## src/rtl/status_led_ctrl.sv

```systemverilog
// Status LED arbiter: fault-code blinker > activity flasher > heartbeat,
// all timed in prescaled ticks and sequenced by one FSM driving a registered LED.
module status_led_ctrl #(
    parameter int TICK_DIV  = 500000,
    parameter int HB_HALF   = 50,
    parameter int ACT_TICKS = 5,
    parameter int CODE_ON   = 20,
    parameter int CODE_OFF  = 20,
    parameter int CODE_GAP  = 100
) (
    input  logic       clk,
    input  logic       rst_n,
    input  logic [3:0] fault_code,
    input  logic       act_pulse,
    output logic       led,
    output logic       code_active,
    output logic       tick
);

    localparam int PW   = $clog2(TICK_DIV);
    localparam int M1   = (HB_HALF > ACT_TICKS) ? HB_HALF : ACT_TICKS;
    localparam int M2   = (CODE_ON > CODE_OFF) ? CODE_ON : CODE_OFF;
    localparam int M3   = (M1 > M2) ? M1 : M2;
    localparam int TMAX = (M3 > CODE_GAP) ? M3 : CODE_GAP;
    localparam int TW   = $clog2(TMAX + 1);

    localparam logic [PW-1:0] PRESC_LAST = PW'(TICK_DIV - 1);
    localparam logic [TW-1:0] HB_LAST    = TW'(HB_HALF - 1);
    localparam logic [TW-1:0] ACT_LAST   = TW'(ACT_TICKS - 1);
    localparam logic [TW-1:0] ON_LAST    = TW'(CODE_ON - 1);
    localparam logic [TW-1:0] OFF_LAST   = TW'(CODE_OFF - 1);
    localparam logic [TW-1:0] GAP_LAST   = TW'(CODE_GAP - 1);

    typedef enum logic [2:0] {
        ST_HB,
        ST_ACT_ON,
        ST_ACT_OFF,
        ST_CODE_ON,
        ST_CODE_OFF,
        ST_CODE_GAP
    } state_t;

    state_t        state, state_n;
    logic [PW-1:0] presc;
    logic [TW-1:0] hb_cnt, hb_cnt_n;
    logic          hb_phase, hb_phase_n;
    logic [TW-1:0] tcnt, tcnt_n, lim;
    logic [3:0]    blink_cnt, blink_n;
    logic [3:0]    code_lat, code_n;
    logic          act_pend, pend_n;
    logic          led_n, ca_n, done, start_code;

    assign tick = (presc == PRESC_LAST);

    // Free-running prescaler, independent of the FSM.
    always_ff @(posedge clk or negedge rst_n) begin
        if (!rst_n) begin
            presc <= '0;
        end else if (presc == PRESC_LAST) begin
            presc <= '0;
        end else begin
            presc <= presc + PW'(1);
        end
    end

    always_ff @(posedge clk or negedge rst_n) begin
        if (!rst_n) begin
            state       <= ST_HB;
            hb_cnt      <= '0;
            hb_phase    <= 1'b0;
            tcnt        <= '0;
            blink_cnt   <= '0;
            code_lat    <= '0;
            act_pend    <= 1'b0;
            led         <= 1'b0;
            code_active <= 1'b0;
        end else begin
            state       <= state_n;
            hb_cnt      <= hb_cnt_n;
            hb_phase    <= hb_phase_n;
            tcnt        <= tcnt_n;
            blink_cnt   <= blink_n;
            code_lat    <= code_n;
            act_pend    <= pend_n;
            led         <= led_n;
            code_active <= ca_n;
        end
    end

    always_comb begin
        state_n    = state;
        hb_cnt_n   = hb_cnt;
        hb_phase_n = hb_phase;
        tcnt_n     = tcnt;
        blink_n    = blink_cnt;
        code_n     = code_lat;
        pend_n     = act_pend;
        start_code = 1'b0;
        lim        = '0;
        led_n      = 1'b0;
        ca_n       = 1'b0;

        if (tick) begin
            if (hb_cnt == HB_LAST) begin
                hb_cnt_n   = '0;
                hb_phase_n = ~hb_phase;
            end else begin
                hb_cnt_n = hb_cnt + TW'(1);
            end
        end

        case (state)
            ST_ACT_ON, ST_ACT_OFF: lim = ACT_LAST;
            ST_CODE_ON:            lim = ON_LAST;
            ST_CODE_OFF:           lim = OFF_LAST;
            ST_CODE_GAP:           lim = GAP_LAST;
            default:               lim = '0;
        endcase

        // The entry cycle always clears tcnt below, so a coincident tick is not counted.
        done = tick && (tcnt == lim);
        if (tick && !done && state != ST_HB) begin
            tcnt_n = tcnt + TW'(1);
        end

        case (state)
            ST_HB: begin
                if (fault_code != 4'd0) begin
                    start_code = 1'b1;
                end else if (act_pulse || act_pend) begin
                    state_n = ST_ACT_ON;
                    pend_n  = 1'b0;
                    tcnt_n  = '0;
                end
            end
            ST_ACT_ON: begin
                if (fault_code != 4'd0) begin
                    start_code = 1'b1;
                end else begin
                    if (act_pulse) pend_n = 1'b1;
                    if (done) begin
                        state_n = ST_ACT_OFF;
                        tcnt_n  = '0;
                    end
                end
            end
            ST_ACT_OFF: begin
                if (fault_code != 4'd0) begin
                    start_code = 1'b1;
                end else if (done) begin
                    tcnt_n = '0;
                    pend_n = 1'b0;
                    state_n = (act_pend || act_pulse) ? ST_ACT_ON : ST_HB;
                end else if (act_pulse) begin
                    pend_n = 1'b1;
                end
            end
            ST_CODE_ON: begin
                if (done) begin
                    blink_n = blink_cnt + 4'd1;
                    tcnt_n  = '0;
                    state_n = (blink_n == code_lat) ? ST_CODE_GAP : ST_CODE_OFF;
                end
            end
            ST_CODE_OFF: begin
                if (done) begin
                    state_n = ST_CODE_ON;
                    tcnt_n  = '0;
                end
            end
            ST_CODE_GAP: begin
                if (done) begin
                    tcnt_n = '0;
                    if (fault_code != 4'd0) start_code = 1'b1;
                    else                    state_n = ST_HB;
                end
            end
            default: state_n = ST_HB;
        endcase

        if (start_code) begin
            state_n = ST_CODE_ON;
            code_n  = fault_code;
            blink_n = '0;
            tcnt_n  = '0;
            pend_n  = 1'b0;
        end

        // Outputs decode the next state so they register together with it.
        case (state_n)
            ST_HB:                  led_n = hb_phase_n;
            ST_ACT_ON, ST_CODE_ON:  led_n = 1'b1;
            default:                led_n = 1'b0;
        endcase
        ca_n = (state_n == ST_CODE_ON) || (state_n == ST_CODE_OFF) ||
               (state_n == ST_CODE_GAP);
    end

endmodule

```

## config.mk

```make
export PLATFORM = sky130hd
export DESIGN_NAME = status_led_ctrl
export DESIGN_NICKNAME = d
export VERILOG_FILES = /design/src/rtl/status_led_ctrl.sv
export SDC_FILE = /design/constraint.sdc
export NUM_CORES = 1
export LEC_CHECK = 0
export CAP_MARGIN = 20
export CORE_AREA = 2 2 75 70
export DETAILED_ROUTE_END_ITERATION = 12
export DIE_AREA = 0 0 77 72
export PLACE_DENSITY = 0.78
export SETUP_SLACK_MARGIN = 0.15
export SYNTH_ARGS = -nofsm -noshare
export SYNTH_HDL_FRONTEND = slang
export SYNTH_SLANG_ARGS = --single-unit
```

## constraint.sdc

```tcl
create_clock -name clk -period 3.5 [get_ports clk]
set_input_delay 0.525 -clock clk [delete_from_list [all_inputs] [get_ports clk]]
set_output_delay 0.525 -clock clk [all_outputs]
set_load 0.05 [all_outputs]
```

==> reports/metrics.cfg, run 1 <==
[global_routing]
met3_usage_pct=3.856
grt_pass1_vias=2041
grt_util_met1_pct=31.29
antenna_found_initial=0
grt_pass1_wl_um=9777
grt_max_degree=49
overflow=0
grt_usage_pct=22.40
grt.met2_usage_pct=36.16
globalRoute.busiestLayer=met2

[cts]
clock_latency_ns=0.30
cts.path.max_buffers=2
cts_buffers=5
clockRootBuffer=clkbuf_8
cts_tree=yes
clk_pin_slew_ns=0.09
cts_hold_buf=0
cts_setup_buffers=0
numClockSinks=48
post_cts_resized=0
htree_num_levels=2

[timing]
rsz0062_at_grt=no
finClkSkew_ns=0.005831
finalSetupViolCount=0
hold_viol_final=0
final_max_slew_viol_count=0
tightest_slew_ns=0.6119
fmax_ghz=0.3080
setup_ws_ns=0.2533
min_period_over_period_pct=92.76
final.setup.tns_ns=0
max_slew_margin_pct=59.21
period_needed_ns=3.247
whs_ns=0.1423

[setup_path]
start_kind=flop
cpMaxStageDelayCell=clkdlybuf4s50_1
slowest_delay_ns=0.85
end_kind=output port
crit_arrival_ns=2.72
cp.required_ns=2.97
cp_cell_sequence=or4_1 > nor4_1 > and4_1 > clkdlybuf4s50_1
critPathKind=reg -> out
crit_path_max_fanout=5

[power_and_ir_drop]
p_leak_nw=1.275
powerDensity_mw_per_mm2=307.1
vdd_drop_max_v=0.0002625

[yosys]
syn_inst=297
yosys.area.top_type_share_pct=42.74
yosys.area.top_type=dfrtp_1
synth_nets=309
synth_area_mm2=0.002810
synth_area_leaders=dfrtp_1 43%, xor2_1 5.3%, nand3_1 3.7%
syn_area_per_cell_um2=9.462
netlist-cell-type-count=52
synth-edff-count=0
async_reset_ff_share_pct=100.0
synth-seq-area-share_pct=42.74
yosys_warnings=0
ys.flop_type=dfrtp_1
synth.ff_latch_count=48

[finish]
seqCellArea_mm2=0.001201
diodes=0
nFillCells=427
layout_common_cells=48 x dfrtp_1, 26 x nor2_1, 21 x nand3_1, 19 x nand2_1, 17 x xor2_1
drive_gt1_share_pct=8.170
nNetsFinal=318
syn2layout_area_growth_pct=9.261
multi_input_area_mm2=0.001539
layout_commonest_cell=dfrtp_1

[detailed_routing]
via_per_inst=5.889
detail-route-antenna-nets=0
route.vias.total=2185
dr.pass1.iters=4
avgRoutedWirePerCell_um=15.38
drtIter0Drc=209
drc_errors=0
wirelength_um=5705

[hold_path]
hold_path_class=in -> async

[die]
die_area_mm2=0.005544
io_pins=10
rows=24
initial_utilization_pct=59.23
die_width_um=77
design.core.area_mm2=0.004745
chipHeight_um=72

[flow_run]
maxCapViolCount=0

[status]
outcome=finished clean

[place]
place_ws_ns=0.6067
dp_hpwl_um=4059
io_buffers=9
place_congestion=0.8365

-- metrics by stage --
stage	instances	area (um2)	power, mW	util (%)
after CTS	370	3050	0.9500	64.29
after floorplan	297	2810	0.5868	-
after detailed placement	363	2959	0.6090	62.37
after global placement	363	2959	0.6079	62.37
after global routing	371	3070	0.9817	64.72
final	371	3070	0.9429	64.72
-- critical path, delay by kind of cell (launching register included) --
kind	cells	cell delay (ns)
buffers and inverters	1	0.85
DFF	1	0.43
and+or+nand+nor	3	1.14
-- power breakdown --
group / internal (mW) / switching [mW]
registers: 0.559 / 0.00371
clock network: 0.158 / 0.186
logic: 0.0174 / 0.0199
total: 0.734 / 0.209
-- cell type report --
type	count	area share, %
Multi-Input combinational cell	231	50.12
Clock inverter	1	0.2852
Inverter	6	0.7335
Sequential cell	48	39.12
Timing Repair Buffer	14	4.401
Tap cell	65	2.649
Clock buffer	6	2.689
-- cells in the mapped netlist, drive strengths merged (6+ instances only) --
cell type / instances
a21oi: 14
nand3: 22
nand2b: 6
xor2: 17
dfrtp: 48
clkbuf: 9
xnor2: 12
nand2: 19
inv: 6
and2: 6
o21ai: 17
nor2: 26
nor3: 11
nand4: 6
-- kinds of logic after synthesis --
kind of cell             after synthesis  synth area share (%)
AO/OA/AOI/OAI                         63                 15.67
XOR/XNOR                              30                 9.884
adder cells (fa/ha/maj)                5                 2.226
buffers and inverters                 18                 2.493
flip-flops                            48                 42.74
multiplexers                           8                 3.028
AND/OR/NAND/NOR                      125                 23.95
-- registers in the layout, summed over array words and instances, names as in the netlist --
register	flops
code_lat	4
tcnt	7
presc	19
blink_cnt	4
hb_phase	1
code_active	1
hb_cnt	7
state	3
act_pend	1
led	1
-- final timing paths --
check | startpoint | to | slack [ns] | cells after the start
setup reg to reg | presc[6]$_DFF_PN0_ | tcnt[4]$_DFF_PN0_ | 0.61 | 6
hold / removal | rst_n | hb_cnt[0]$_DFFE_PN0N_ | 0.14 | 1
hold reg to reg | hb_cnt[6]$_DFFE_PN0N_ | hb_cnt[6]$_DFFE_PN0N_ | 0.47 | 1
max in group asynchronous | rst_n | presc[11]$_DFF_PN0_ | 2.86 | 2
min in group clk | hb_cnt[6]$_DFFE_PN0N_ | hb_cnt[6]$_DFFE_PN0N_ | 0.47 | 1
setup / recovery | presc[6]$_DFF_PN0_ | tick | 0.25 | 4
-- routing by layer --
metal | vias up | routed length (um)
met4 | 0 | 65
met1 | 1044 | 2784
met2 | 41 | 2688
li1 | 1095 | -
met5 | - | 0
met3 | 5 | 167
Power figures use the tool's default switching activity.
==> run 2: changes to the inputs <==
SLEW_MARGIN = 0   (was not set)
==> results of run 2 <==
Final layout, timing and power as in run 1 (identical DEF).
==> run 3: changes to the inputs <==
PLACE_DENSITY = 0.88   (was 0.78)
==> reports/metrics.cfg, run 3 (synthesized netlist as in run 1, its figures left out) <==
[detailed_routing]
drt-met1-wl_um=2692
drtIter0Drc=256
wl_met3_um=265
met2_length_um=2732
highest_layer=met4
dr.pass1.iters=4
route.vias.total=2231
via_per_inst=5.981
drc_errors=0
wirelength_um=5748
avgRoutedWirePerCell_um=15.41
detail-route-antenna-nets=0

[place]
dp_hpwl_um=4050
place_congestion=0.8763
io_buffers=9
dpl_cell_area_mm2=0.002967

[finish]
finish.utilization_pct=64.85
nFillCells=403
largest_register=presc
seqCellArea_mm2=0.001201
multi_input_area_mm2=0.001539
layout_commonest_cell=dfrtp_1
layout_common_cells=48 x dfrtp_1, 26 x nor2_1, 21 x nand3_1, 19 x nand2_1, 17 x xor2_1
largest_reg_flops=19
diodes=0
drive_gt1_share_pct=8.117
final_area_mm2=0.003077
nNetsFinal=319
syn2layout_area_growth_pct=9.484
largest_registers=presc x19, hb_cnt x7, tcnt x7

[die]
die_width_um=77
initial_utilization_pct=59.23
rows=24
io_pins=10
design.core.area_mm2=0.004745
die_area_mm2=0.005544
chipHeight_um=72

[power_and_ir_drop]
intPower_mw=0.7374
combPwrFrac_pct=4.0
p_leak_nw=1.278
p_switching_mw=0.2101
vdd_drop_max_v=0.0002763
switching_share_pct=22.17
p_clk_share_pct=36.6
powerDensity_mw_per_mm2=307.9
report.power.total_mw=0.9474
p_seq_share_pct=59.4

[timing]
tightest_slew_ns=0.6258
final_max_slew_viol_count=0
rsz0062_at_grt=no
finalSetupViolCount=0
final.setup.tns_ns=0
finClkSkew_ns=0.007766
max_slew_margin_pct=58.28
min_period_over_period_pct=94.24
whs_ns=0.1657
hold_viol_final=0
period_needed_ns=3.298
fmax_ghz=0.3032

[setup_path]
cp.required_ns=2.97
start_kind=flop
cp_cell_sequence=or4_1 > nor4_1 > and4_1 > clkdlybuf4s50_1
cpMaxStageDelayCell=clkdlybuf4s50_1
r2r_start=presc[6]$_DFF_PN0_
slowest_delay_ns=0.85
crit_arrival_ns=2.77
crit_start=presc[6]$_DFF_PN0_
crit_path_max_fanout=5
critPathKind=reg -> out
end_kind=output port

[flow_run]
maxCapViolCount=0

[global_routing]
overflow=0
grt_max_degree=49
grt_pass1_wl_um=10120
antenna_found_initial=0
grt_usage_pct=22.77
grt_pass1_vias=2153

[cts]
htree_num_levels=2
post_cts_resized=0
cts_hold_buf=0
cts.path.max_buffers=2
cts_buffers=5
numClockSinks=48
clk_pin_slew_ns=0.09
cts_tree=yes
clock_latency_ns=0.31
clockRootBuffer=clkbuf_8
cts_setup_buffers=0

[hold_path]
hold_path_class=in -> async

[status]
outcome=finished clean

==> run 3: critical path: cells and delay by family, from the launching register on <==
| kind | cells | cell delay, ns |
|---|---|---|
| and+or+nand+nor | 3 | 1.18 |
| buffers and inverters | 1 | 0.85 |
| DFF | 1 | 0.42 |
==> run 3: layout make-up <==
class / instances / area share, %
multi-input cells: 231 / 50.02
flip-flops and latches: 48 / 39.04
repair buffers: 15 / 4.636
clock buffers: 8 / 2.928
well taps: 65 / 2.643
inverters: 6 / 0.7320
==> run 3: per-layer routing <==
layer	GRT usage, %	up-vias
met2	36.26	57
met4	9.722	0
met5	0	-
met1	31.12	1077
met3	4.229	8
li1	-	1089
==> run 3: final timing paths <==
check | cells after the start | slack [ns] | endpoint
max | 4 | 0.20 | tick
min reg2reg | 1 | 0.47 | hb_cnt[6]$_DFFE_PN0N_
min | 1 | 0.17 | hb_cnt[2]$_DFFE_PN0N_
min in group clk | 1 | 0.47 | hb_cnt[6]$_DFFE_PN0N_
max reg2reg | 6 | 0.63 | tcnt[3]$_DFF_PN0_
max in group asynchronous | 2 | 2.82 | presc[11]$_DFF_PN0_
==> run 3: power by group through the flow <==
stage / clock (mW) / sequential, mW / combinational [mW]
final: 0.347 / 0.562 / 0.0378
after global placement: 0 / 0.573 / 0.0347
after global routing: 0.371 / 0.563 / 0.0427
after floorplan: 0 / 0.573 / 0.0142
after CTS: 0.348 / 0.562 / 0.0361
after detailed placement: 0 / 0.573 / 0.0354
==> run 3: per-stage QoR <==
step,std cells,setup WS (ns)
2_1_floorplan,297,0.5162
3_3_place_gp,364,0.6328
3_5_place_dp,364,0.5936
4_1_cts,372,0.1916
5_1_grt,373,0.1575
6_report,373,0.2017
